--- src/rtl/nubus_pkg.sv ---
// Shared definitions for the NuBus master-path arbiter.
//   arb_state_t : arbitration/ownership FSM states.
//   TMN_*       : decoded two-bit transfer status codes returned with ACK.
package nubus_pkg;

    typedef enum logic [2:0] {
        IDLE,
        ARB,
        LOST,
        WAIT_BUS,
        OWN
    } arb_state_t;

    localparam logic [1:0] TMN_COMPLETE        = 2'b00;
    localparam logic [1:0] TMN_ERROR           = 2'b01;
    localparam logic [1:0] TMN_BUS_TIMEOUT     = 2'b10;
    localparam logic [1:0] TMN_TRY_AGAIN_LATER = 2'b11;

endpackage

--- src/rtl/nubus_master_arbiter_if.sv ---
// Bundle between the arbiter, the internal master sequencers and the
// open-collector RQST/ARB line drivers.
//   master modport : arbiter side (drives grant, rqst_oe, arb_oe, bus_busy, timeout)
//   slave modport  : environment side (drives req, done and the sampled bus lines)
//   req/grant      : NREQ-wide level request / one-hot grant
//   done           : granted master's transaction has been ACKed
//   rqst_in/arb_in/start_in/ack_in : sampled NuBus lines, active-high
//   rqst_oe/arb_oe : pull RQST / ARB[i] low
interface nubus_master_arbiter_if #(
    parameter int NREQ = 2
);
    logic [NREQ-1:0] req;
    logic [NREQ-1:0] grant;
    logic            done;
    logic            rqst_in;
    logic [3:0]      arb_in;
    logic            start_in;
    logic            ack_in;
    logic            rqst_oe;
    logic [3:0]      arb_oe;
    logic            bus_busy;
    logic            timeout;

    modport master (
        input  req, done, rqst_in, arb_in, start_in, ack_in,
        output grant, rqst_oe, arb_oe, bus_busy, timeout
    );

    modport slave (
        output req, done, rqst_in, arb_in, start_in, ack_in,
        input  grant, rqst_oe, arb_oe, bus_busy, timeout
    );
endinterface

--- src/rtl/nubus_arb_logic.sv ---
// Combinational NuBus distributed-arbitration drive and win compare.
//   id     : in  slot ID, active-high
//   arb_in : in  sampled wired-OR ARB lines, active-high
//   en     : in  arbiter is contending
//   arb_oe : out pull ARB[i] low
//   win    : out ARB lines settled to our own ID
module nubus_arb_logic (
    input  logic [3:0] id,
    input  logic [3:0] arb_in,
    input  logic       en,
    output logic [3:0] arb_oe,
    output logic       win
);

    logic outranked;

    // Walk from the MSB down. Once a higher line is asserted where our ID has
    // a zero, someone with a higher ID is on the bus and every lower bit we
    // would drive is withdrawn.
    always_comb begin
        outranked = 1'b0;
        arb_oe    = 4'b0000;
        for (int i = 3; i >= 0; i--) begin
            arb_oe[i] = en & id[i] & ~outranked;
            outranked = outranked | (arb_in[i] & ~id[i]);
        end
    end

    assign win = (arb_in == id);

endmodule

--- src/rtl/nubus_master_arbiter.sv ---
// NuBus master bus-ownership controller. Picks one internal requester
// round-robin, runs distributed arbitration for the card, waits for the bus
// to go idle and then grants the bus to the chosen master until it reports
// done or overstays its tenure.
//   nub_clk   : in  NuBus-rate clock
//   nub_reset : in  asynchronous active-high reset
//   id        : in  slot ID, active-high
//   bus       : master modport of nubus_master_arbiter_if
module nubus_master_arbiter
    import nubus_pkg::*;
#(
    parameter int NREQ        = 2,
    parameter int ARB_SETTLE  = 2,
    parameter int OWN_TIMEOUT = 255
) (
    input  logic                   nub_clk,
    input  logic                   nub_reset,
    input  logic [3:0]             id,
    nubus_master_arbiter_if.master bus
);

    localparam int SEL_W = (NREQ > 1) ? $clog2(NREQ) : 1;
    localparam int CNT_W = 16;
    localparam logic [CNT_W-1:0] SETTLE_LAST = CNT_W'(ARB_SETTLE - 1);
    localparam logic [CNT_W-1:0] OWN_LAST    = CNT_W'(OWN_TIMEOUT - 1);

    arb_state_t       state, state_next;
    logic [SEL_W-1:0] sel, sel_next;
    logic [SEL_W-1:0] rr_ptr, rr_next;
    logic [SEL_W-1:0] pick, cand;
    logic [CNT_W-1:0] cnt, cnt_next;
    logic             fair_ok;
    logic             busy_q;
    logic             timeout_q, timeout_next;
    logic             arb_en;
    logic             win;

    assign arb_en = (state == ARB) || (state == LOST) || (state == WAIT_BUS);

    nubus_arb_logic u_arb_logic (
        .id     (id),
        .arb_in (bus.arb_in),
        .en     (arb_en),
        .arb_oe (bus.arb_oe),
        .win    (win)
    );

    // First requester at or after the round-robin pointer. Scanning downward
    // lets the closest index overwrite farther ones; with NREQ of 1 or 2 the
    // natural SEL_W wrap is the modulo.
    always_comb begin
        pick = rr_ptr;
        cand = '0;
        for (int k = NREQ - 1; k >= 0; k--) begin
            cand = rr_ptr + SEL_W'(k);
            if (bus.req[cand]) begin
                pick = cand;
            end
        end
    end

    // Next-state logic for arbitration, bus wait and ownership tenure.
    always_comb begin
        state_next   = state;
        sel_next     = sel;
        rr_next      = rr_ptr;
        cnt_next     = cnt;
        timeout_next = 1'b0;
        unique case (state)
            IDLE: begin
                // Never join an arbitration already in progress.
                if ((|bus.req) && fair_ok && !bus.rqst_in) begin
                    sel_next   = pick;
                    cnt_next   = '0;
                    state_next = ARB;
                end
            end
            ARB: begin
                if (cnt == SETTLE_LAST) begin
                    state_next = win ? WAIT_BUS : LOST;
                end else begin
                    cnt_next = cnt + 1'b1;
                end
            end
            LOST: begin
                // START means the winner has taken the bus and left ARB.
                if (bus.start_in) begin
                    cnt_next   = '0;
                    state_next = ARB;
                end
            end
            WAIT_BUS: begin
                if (!busy_q && !bus.start_in) begin
                    if (bus.req[sel]) begin
                        cnt_next   = '0;
                        state_next = OWN;
                    end else begin
                        state_next = IDLE;
                    end
                end
            end
            OWN: begin
                if (bus.done) begin
                    rr_next    = (sel == SEL_W'(NREQ - 1)) ? '0 : sel + 1'b1;
                    state_next = IDLE;
                end else if (cnt == OWN_LAST) begin
                    timeout_next = 1'b1;
                    state_next   = IDLE;
                end else begin
                    cnt_next = cnt + 1'b1;
                end
            end
            default: state_next = IDLE;
        endcase
    end

    // State register plus the fairness flag: a tenure spends our turn until
    // RQST has been seen released.
    always_ff @(posedge nub_clk or posedge nub_reset) begin
        if (nub_reset) begin
            state     <= IDLE;
            sel       <= '0;
            rr_ptr    <= '0;
            cnt       <= '0;
            fair_ok   <= 1'b1;
            timeout_q <= 1'b0;
        end else begin
            state     <= state_next;
            sel       <= sel_next;
            rr_ptr    <= rr_next;
            cnt       <= cnt_next;
            timeout_q <= timeout_next;
            if ((state != OWN) && (state_next == OWN)) begin
                fair_ok <= 1'b0;
            end else if (!bus.rqst_in) begin
                fair_ok <= 1'b1;
            end
        end
    end

    // Bus-busy tracker; START with ACK is an attention cycle and holds state.
    always_ff @(posedge nub_clk or posedge nub_reset) begin
        if (nub_reset) begin
            busy_q <= 1'b0;
        end else if (bus.start_in && !bus.ack_in) begin
            busy_q <= 1'b1;
        end else if (bus.ack_in && !bus.start_in) begin
            busy_q <= 1'b0;
        end
    end

    always_comb begin
        bus.grant = '0;
        if (state == OWN) begin
            bus.grant[sel] = 1'b1;
        end
    end

    assign bus.rqst_oe  = arb_en;
    assign bus.bus_busy = busy_q;
    assign bus.timeout  = timeout_q;

endmodule

--- src/flat_wrapper.sv ---
// flat-port wrapper written by rule: the top's interface ports become plain ports
module nubus_master_arbiter_flat import nubus_pkg::*;
#(
    parameter int NREQ        = 2,
    parameter int ARB_SETTLE  = 2,
    parameter int OWN_TIMEOUT = 255
)
  (nub_clk, nub_reset, id, bus_req, bus_done, bus_rqst_in, bus_arb_in, bus_start_in, bus_ack_in, bus_grant, bus_rqst_oe, bus_arb_oe, bus_bus_busy, bus_timeout);
  nubus_master_arbiter_if #(.NREQ(NREQ)) bus_i ();
  input  logic nub_clk;
  input  logic nub_reset;
  input  logic [3:0] id;
  input wire logic [$bits(bus_i.req)-1:0] bus_req;
  input wire logic [$bits(bus_i.done)-1:0] bus_done;
  input wire logic [$bits(bus_i.rqst_in)-1:0] bus_rqst_in;
  input wire logic [$bits(bus_i.arb_in)-1:0] bus_arb_in;
  input wire logic [$bits(bus_i.start_in)-1:0] bus_start_in;
  input wire logic [$bits(bus_i.ack_in)-1:0] bus_ack_in;
  output wire logic [$bits(bus_i.grant)-1:0] bus_grant;
  output wire logic [$bits(bus_i.rqst_oe)-1:0] bus_rqst_oe;
  output wire logic [$bits(bus_i.arb_oe)-1:0] bus_arb_oe;
  output wire logic [$bits(bus_i.bus_busy)-1:0] bus_bus_busy;
  output wire logic [$bits(bus_i.timeout)-1:0] bus_timeout;
  assign bus_i.req = bus_req;
  assign bus_i.done = bus_done;
  assign bus_i.rqst_in = bus_rqst_in;
  assign bus_i.arb_in = bus_arb_in;
  assign bus_i.start_in = bus_start_in;
  assign bus_i.ack_in = bus_ack_in;
  assign bus_grant = bus_i.grant;
  assign bus_rqst_oe = bus_i.rqst_oe;
  assign bus_arb_oe = bus_i.arb_oe;
  assign bus_bus_busy = bus_i.bus_busy;
  assign bus_timeout = bus_i.timeout;
  nubus_master_arbiter #(.NREQ(NREQ), .ARB_SETTLE(ARB_SETTLE), .OWN_TIMEOUT(OWN_TIMEOUT)) u_core (.nub_clk(nub_clk), .nub_reset(nub_reset), .id(id), .bus(bus_i));
endmodule
--- config.mk ---
export PLATFORM = sky130hd
export DESIGN_NAME = nubus_master_arbiter_flat
export DESIGN_NICKNAME = d
export VERILOG_FILES = /design/src/rtl/nubus_pkg.sv /design/src/rtl/nubus_master_arbiter_if.sv /design/src/rtl/nubus_arb_logic.sv /design/src/rtl/nubus_master_arbiter.sv /design/src/flat_wrapper.sv
export SDC_FILE = /design/constraint.sdc
export NUM_CORES = 1
export LEC_CHECK = 0
export CORE_MARGIN = 4
export CORE_UTILIZATION = 35
export DETAILED_ROUTE_END_ITERATION = 16
export GPL_TIMING_DRIVEN = 0
export MAX_ROUTING_LAYER = met4
export PLACE_DENSITY_LB_ADDON = 0.25
export SLEW_MARGIN = 20
export SYNTH_ARGS = -nofsm -noshare
export SYNTH_HDL_FRONTEND = slang
export SYNTH_HIERARCHICAL = 1
export SYNTH_SLANG_ARGS = --single-unit
--- constraint.sdc ---
create_clock -name nub_clk -period 2.65 [get_ports nub_clk]
set_input_delay 0.795 -clock nub_clk [delete_from_list [all_inputs] [get_ports nub_clk]]
set_output_delay 0.795 -clock nub_clk [all_outputs]
set_load 0.01 [all_outputs]
==> impl_metrics.yaml, run 1 <==
setup_path:
  rr_endpoint: "u_core/cnt[4]$_DFFE_PP0P_"
  worstPathMaxFanout: 2
  cp-start-kind: "input pin"
  worstRegToRegCells: 7
  r2r_slack_ps: 350
  endpoint_kind: "output pin"
  required_ps: 1860
  critPathKind: "input pin to output pin"
  reg2reg_from: "u_core/cnt[1]$_DFFE_PP0P_"
  cp.arrival_ps: 1810
sta:
  hold_viol_final: 0
  rsz0062_at_grt: "no"
  worst_pin_slew_ps: 926
  period_needed_ps: 2610
  timing.fmax_mhz: 383
  tns_ps: 0
  fin_crit_sh: 0.984
  whs_ps: 463
  setup_violations: 0
  finalMaxSlewViolations: 0
  clock_skew_ps: 3.07
  relSlewSlack: 0.382
synth:
  syn_avg_cell_area_um2: 8.90
  synth-seq-cells: 24
  ys.flop_type: "dfrtp_1"
  synth_top_area_cell: "dfrtp_1"
  ys_warn_count: 6
  ys_async_sr_fraction: 1.00
  synth_edf_count: 0
  synth_top_area_share: 0.351
  synth_area_um2: 1640
  synthDistinctLibCells: 49
  ys_seq_area_frac: 0.367
  syn_inst: 184
  synth_area_leaders: "dfrtp_1, a21oi_1, ha_1"
  synthesis.nets: 207
clocking:
  clk_latency_ps: 270
  cts_buffers: 3
  root_buffer: "clkbuf_8"
  tritoncts: "done"
  cts_hold_buf: 0
  cts.sinks: 24
  h-tree-depth: 1
  cts_buffer_depth: 2
  clk_pin_slew_ps: 90
power:
  p_seq_frac: 0.330
  switching_share: 0.431
  pwr_density_cell_nw_per_um2: 747
  total_leakage_power_nw: 0.937
  share_comb_of_total_power: 0.520
  irDropWorstVdd_mv: 0.338
  switchingPower_w: 0.000663
  power_frac_clock: 0.150
  p_int_w: 0.000873
global_route:
  antenna_found_initial: 0
  grt.overflow.total: 0
  grt_pass1_wl_um: 6620
  grt_max_degree: 25
  track_usage: 0.142
  grt_pass1_vias: 1339
place:
  io_buffers: 24
  place.gp.congestion: 0.765
  place_hpwl_um: 2730
  place_inst: 260
cells_and_area:
  final_cells: 267
  antenna_cells: 0
  layout_common_cells: "dfrtp_1, a21oi_1, o21ai_0, clkdlybuf4s50_1, nand2_1"
  final_common_cell: "dfrtp_1"
  num-fill-cells: 445
  drive_gt1_frac: 0.191
  post-route-util: 0.463
  area_delta_synth_final_pct: 25.6
  nNetsFinal: 239
route:
  initialDrtViolationCount: 44
  num_vias: 1449
  drc_errors: 0
  ant_nets: 0
  drt-met1-wl_um: 1820
  route.met2.wl_um: 1750
  via_per_inst: 5.43
  wirelength_um: 3760
  firstDrtPassIters: 4
  wl_per_cell_um: 14.1
  top_layer: "met4"
  route.met3.wl_um: 145
die:
  die_width_um: 76.4
  io_pins: 25
  dieArea_um2: 5840
  fp-row-count: 24
  die_y_um: 76.4
  initial_core_util: 0.369
  core-area_um2: 4440
job:
  cap_violations: 0
min_path:
  hold_end: "u_core/fair_ok$_DFFE_PP1P_"
  hold_depth: 2
  hp-start: "u_core/fair_ok$_DFFE_PP1P_"
  hp-class: "flop to flop"
status:
  status: "completed"
power by group through the flow:
| stage | registers, W | clock network [W] | logic, W |
|---|---|---|---|
| after global placement | 0.000509 | 0 | 0.000738 |
| after global routing | 0.000523 | 0.000250 | 0.000900 |
| after CTS | 0.000505 | 0.000240 | 0.000756 |
| after detailed placement | 0.000507 | 0 | 0.000742 |
| after floorplan | 0.000489 | 0 | 0.000531 |
| final | 0.000507 | 0.000230 | 0.000799 |
cells by family (layout without fill, tap and decap cells):
group	count (synthesis)	count (layout)	share of synthesized area
xor gates and xnor gates	1	1	0.00535
and+or+nand+nor	73	73	0.277
DFF	24	24	0.367
buffers and inverters	19	50	0.0497
AOI/OAI and AO/OA	57	57	0.228
muxes	3	3	0.0191
adders and majority gates	7	7	0.0535
registers in the layout (all words and copies together), names as in the netlist:
| name | cells |
|---|---|
| u_core/state | 3 |
| u_core/bus.timeout | 1 |
| u_core/sel | 1 |
| u_core/cnt | 16 |
| u_core/fair_ok | 1 |
| u_core/rr_ptr | 1 |
| u_core/bus.bus_busy | 1 |
Yosys cell counts (2+ instances only):
cell type  instances
ha_1               7
nor2_1            11
a21oi_1           18
and3_1             4
or3_1              3
a21o_1             2
or2_2              2
nand4_1            7
dfrtp_1           23
nor3b_1            2
o21a_1             4
clkbuf_1           4
nand2_1           13
buf_2              2
nand2b_1           3
or4_4              2
a31oi_1            3
o21ai_0           16
nor4_4             2
inv_1             12
mux2i_1            2
nor3_1             9
nand3_1            7
layout make-up:
type / count / area, um^2 / share of cell area
plain buffers: 7 / 40.0 / 0.0195
well taps: 52 / 65.1 / 0.0316
clock buffers: 4 / 45.0 / 0.0219
repair buffers: 27 / 259 / 0.126
flip-flops and latches: 24 / 603 / 0.293
multi-input cells: 141 / 1000 / 0.486
inverters: 12 / 45.0 / 0.0219
worst max path at each step:
stage,from,slack (ps),end,cells after the start
after floorplan,id[3],440,bus_arb_oe[1],4
after global placement,id[3],-570,bus_arb_oe[0],6
after detailed placement,id[3],-600,bus_arb_oe[0],6
after CTS,id[1],-50,bus_arb_oe[0],5
after global routing,bus_arb_in[2],0.7,bus_arb_oe[0],4
final,bus_arb_in[2],40,bus_arb_oe[0],4
critical path: stages:
cell and delay (ps):
clkdlybuf4s50_1 460, ha_4 190, nor4b_4 200, buf_2 170
stage by stage:
step | power, W | setup slack, ps | instance area (um^2)
after floorplan | 0.00102 | 440 | 1640
after global placement | 0.00125 | -570 | 1940
after detailed placement | 0.00125 | -600 | 1940
after CTS | 0.00150 | -48.6 | 2010
after global routing | 0.00167 | 0.689 | 2060
final | 0.00154 | 41.6 | 2060
metal layers:
layer	up-vias	global-route usage
li1	747	-
met1	671	0.190
met2	29	0.220
met3	2	0.0284
met4	0	0.0380
met5	-	-
repair_timing:
item	CTS	global route
setup buffers	0	3
pin swaps	2	5
setup endpoints to repair	6	4
resized for setup	22	13
(Power assumes the default switching activity.)
==> run 2: changes to the inputs <==
--- a/config.mk
+++ b/config.mk
@@ -14,5 +14,4 @@
 export SLEW_MARGIN = 20
 export SYNTH_ARGS = -nofsm -noshare
 export SYNTH_HDL_FRONTEND = slang
-export SYNTH_HIERARCHICAL = 1
 export SYNTH_SLANG_ARGS = --single-unit
==> run 2 against run 1 <==
Compared with the run above:
- die area increased by 1.4%
- register-to-register slack got worse by 80 ps
- via count increased by 7.0%
- critical path depth increased by 2
- first-iteration DRC count increased by 48%
- final cell count decreased by 1.9%
- synthesized area increased by 1.5%
- worst setup slack improved by 28 ps
- wire length increased by 14%
- non-clock buffer count unchanged
- sequential power increased by 2%
- critical path type unchanged
==> impl_metrics.yaml, run 2 <==
clocking:
  tritoncts: "done"
  cts.sinks: 24
  root_buffer: "clkbuf_8"
  cts_hold_buf: 0
  clk_pin_slew_ps: 90
  clk_latency_ps: 270
  cts_buffer_depth: 2
  h-tree-depth: 1
  cts_buffers: 3
sta:
  hold_viol_final: 0
  finalMaxSlewViolations: 0
  worst_pin_slew_ps: 926
  tns_ps: 0
  timing.fmax_mhz: 388
  fin_crit_sh: 0.974
  relSlewSlack: 0.382
  period_needed_ps: 2580
  rsz0062_at_grt: "yes"
  clock_skew_ps: 7.35
  setup_violations: 0
synth:
  yosysMostFrequentCell: "dfrtp_1"
  ys.flop_type: "dfrtp_1"
  synth_area_um2: 1660
  synth_common_cells: "dfrtp_1, nor2_1, inv_1"
  syn_avg_cell_area_um2: 9.14
  synth_compound_area_frac: 0.217
  synthAdderAreaFrac: 0.0587
  synth_top_area_cell: "dfrtp_1"
  synth-seq-cells: 24
  synthesis.nets: 205
  synth_top_area_share: 0.346
  muxShareOfSynthArea: 0.0331
  synth_top_family_by_area: "simple AND/OR/NAND/NOR gates"
  synth_area_leaders: "dfrtp_1, ha_1, o41ai_1"
  ys_seq_area_frac: 0.362
  synthDistinctLibCells: 47
  synth_edf_count: 0
  syn_inst: 182
  yosys.area_share.simple: 0.267
  ys_warn_count: 0
  ys_async_sr_fraction: 1.00
  synth-xor-area-share: 0.00527
cells_and_area:
  antenna_cells: 0
  largest_registers: "u_core.cnt: 16 flops, u_core.state: 3 flops"
  layout_common_cells: "dfrtp_1, clkdlybuf4s50_1, nor2_1, nand3_1, inv_1"
  area_delta_synth_final_pct: 28.5
  seq_area_um2: 602
  top_register: "u_core.cnt"
  nNetsFinal: 234
  drive_gt1_frac: 0.229
  largest_register_ffs: 16
  num-fill-cells: 441
  multi_input_area_um2: 1080
  final_common_cell: "dfrtp_1"
route:
  wl_per_cell_um: 16.3
  wirelength_um: 4280
  initialDrtViolationCount: 65
  firstDrtPassIters: 4
  num_vias: 1551
  via_per_inst: 5.92
  ant_nets: 0
  drc_errors: 0
job:
  cap_violations: 0
global_route:
  top_usage_layer: "met2"
  track_usage: 0.151
  grt.overflow.total: 0
  grt_pass1_vias: 1496
  use_met1: 0.202
  grt_max_degree: 25
  grt_use_met3: 0.0363
  grt_pass1_wl_um: 7160
  antenna_found_initial: 0
  gr-usage-met2: 0.233
setup_path:
  r2r_slack_ps: 270
  worstRegToRegCells: 7
  critPathLaunch: "id[2]"
  required_ps: 1860
  cp_slowest_cell: "nor4_2"
  cpPeakStageDelay_ps: 270
  crit_end: "bus_arb_oe[0]"
  worstPathMaxFanout: 2
  endpoint_kind: "output pin"
  critPathKind: "input pin to output pin"
  rr_endpoint: "u_core.cnt[1]$_DFFE_PP0P_"
  reg2reg_from: "u_core.cnt[1]$_DFFE_PP0P_"
  cp.arrival_ps: 1790
  cp_cell_sequence: "dlygate4sd2_1 > inv_1 > ha_2 > nor4_2 > and3b_1 > buf_2"
  cp-start-kind: "input pin"
power:
  total_leakage_power_nw: 0.933
  p_total_w: 0.00177
  pwr_density_cell_nw_per_um2: 829
  irDropWorstVdd_mv: 0.394
die:
  die_y_um: 76.9
  initial_core_util: 0.372
  dieArea_um2: 5920
  die_width_um: 76.9
  io_pins: 25
  core-area_um2: 4470
  fp-row-count: 24
min_path:
  hp-class: "flop to flop"
place:
  io_buffers: 24
  place_hpwl_um: 2960
  place.gp.congestion: 0.868
status:
  status: "completed"
-- run 2: changes by cell type in the layout (fill, tap and decap cells not counted), sizes merged, moves of 5 or more --
| cell | delta |
|---|---|
| o21ai | -9 |
| a21oi | -15 |
| nor2 | +5 |
| o31ai | +7 |
| nor4 | +6 |
| nand2 | -5 |
| dlygate4sd2 | +5 |
| dlymetal6s2s | -5 |
| o41ai | +10 |
-- run 2: metal layers --
layer / routed length (um) / vias to the layer above
met5: 0 / -
met4: 52 / 0
met3: 288 / 8
met2: 2010 / 54
met1: 1930 / 737
li1: - / 752
-- run 2: cells by family after synthesis --
family | Yosys count
AOI/OAI and AO/OA | 42
xor gates and xnor gates | 1
adders and majority gates | 8
buffers and inverters | 22
DFF | 24
muxes | 5
and+or+nand+nor | 80
-- run 2: worst max-delay path, delay by kind of cell --
kind	cells	cell delay [ps]
adder cells (fa/ha/maj)	1	180
buffers and inverters	3	370
AND/OR/NAND/NOR	2	460
-- run 2: what timing repair did --
| item | in CTS | in global routing |
|---|---|---|
| gates cloned | 0 | 0 |
| resized for setup | 24 | 17 |
| pin swaps | 8 | 0 |
| buffers inserted | 2 | 0 |
| endpoints found under the setup margin | 14 | 15 |
-- run 2: through the flow --
| stage | util | cell area [um^2] | instances | hold WS (ps) | setup WS, ps |
|---|---|---|---|---|---|
| floorplan | - | 1660 | 182 | 446 | 281 |
| global placement | 0.440 | 1970 | 258 | 460 | -668 |
| detailed placement | 0.440 | 1970 | 258 | 468 | -694 |
| CTS | 0.462 | 2070 | 262 | 490 | -23.0 |
| global route | 0.478 | 2140 | 262 | 531 | -28.5 |
| finish | 0.478 | 2140 | 262 | 488 | 69.7 |
-- run 2: report_power, final --
part	total [W]	internal, W	switching [W]
sequential	0.000518	0.000434	0.0000837
combinational	0.000929	0.000363	0.000566
clock	0.000326	0.000202	0.000123
total	0.00177	0.000999	0.000773
-- run 2: final cells by class --
type / count / share of cell area
Buffer: 8 / 0.0187
Clock buffer: 3 / 0.0193
Clock inverter: 1 / 0.0141
Inverter: 12 / 0.0211
Multi-Input combinational cell: 136 / 0.504
Sequential cell: 24 / 0.282
Tap cell: 52 / 0.0304
Timing Repair Buffer: 26 / 0.111
-- run 2: how the worst min path moves through the flow --
stage                            endpoint  slack (ps)                       start  cells past startpoint
2_1_floorplan  u_core.fair_ok$_DFFE_PP1P_         450  u_core.fair_ok$_DFFE_PP1P_                      2
3_3_place_gp   u_core.fair_ok$_DFFE_PP1P_         460  u_core.fair_ok$_DFFE_PP1P_                      2
3_5_place_dp   u_core.fair_ok$_DFFE_PP1P_         470  u_core.fair_ok$_DFFE_PP1P_                      2
4_1_cts        u_core.fair_ok$_DFFE_PP1P_         490  u_core.fair_ok$_DFFE_PP1P_                      2
5_1_grt        u_core.fair_ok$_DFFE_PP1P_         530  u_core.fair_ok$_DFFE_PP1P_                      2
6_report       u_core.fair_ok$_DFFE_PP1P_         490  u_core.fair_ok$_DFFE_PP1P_                      2
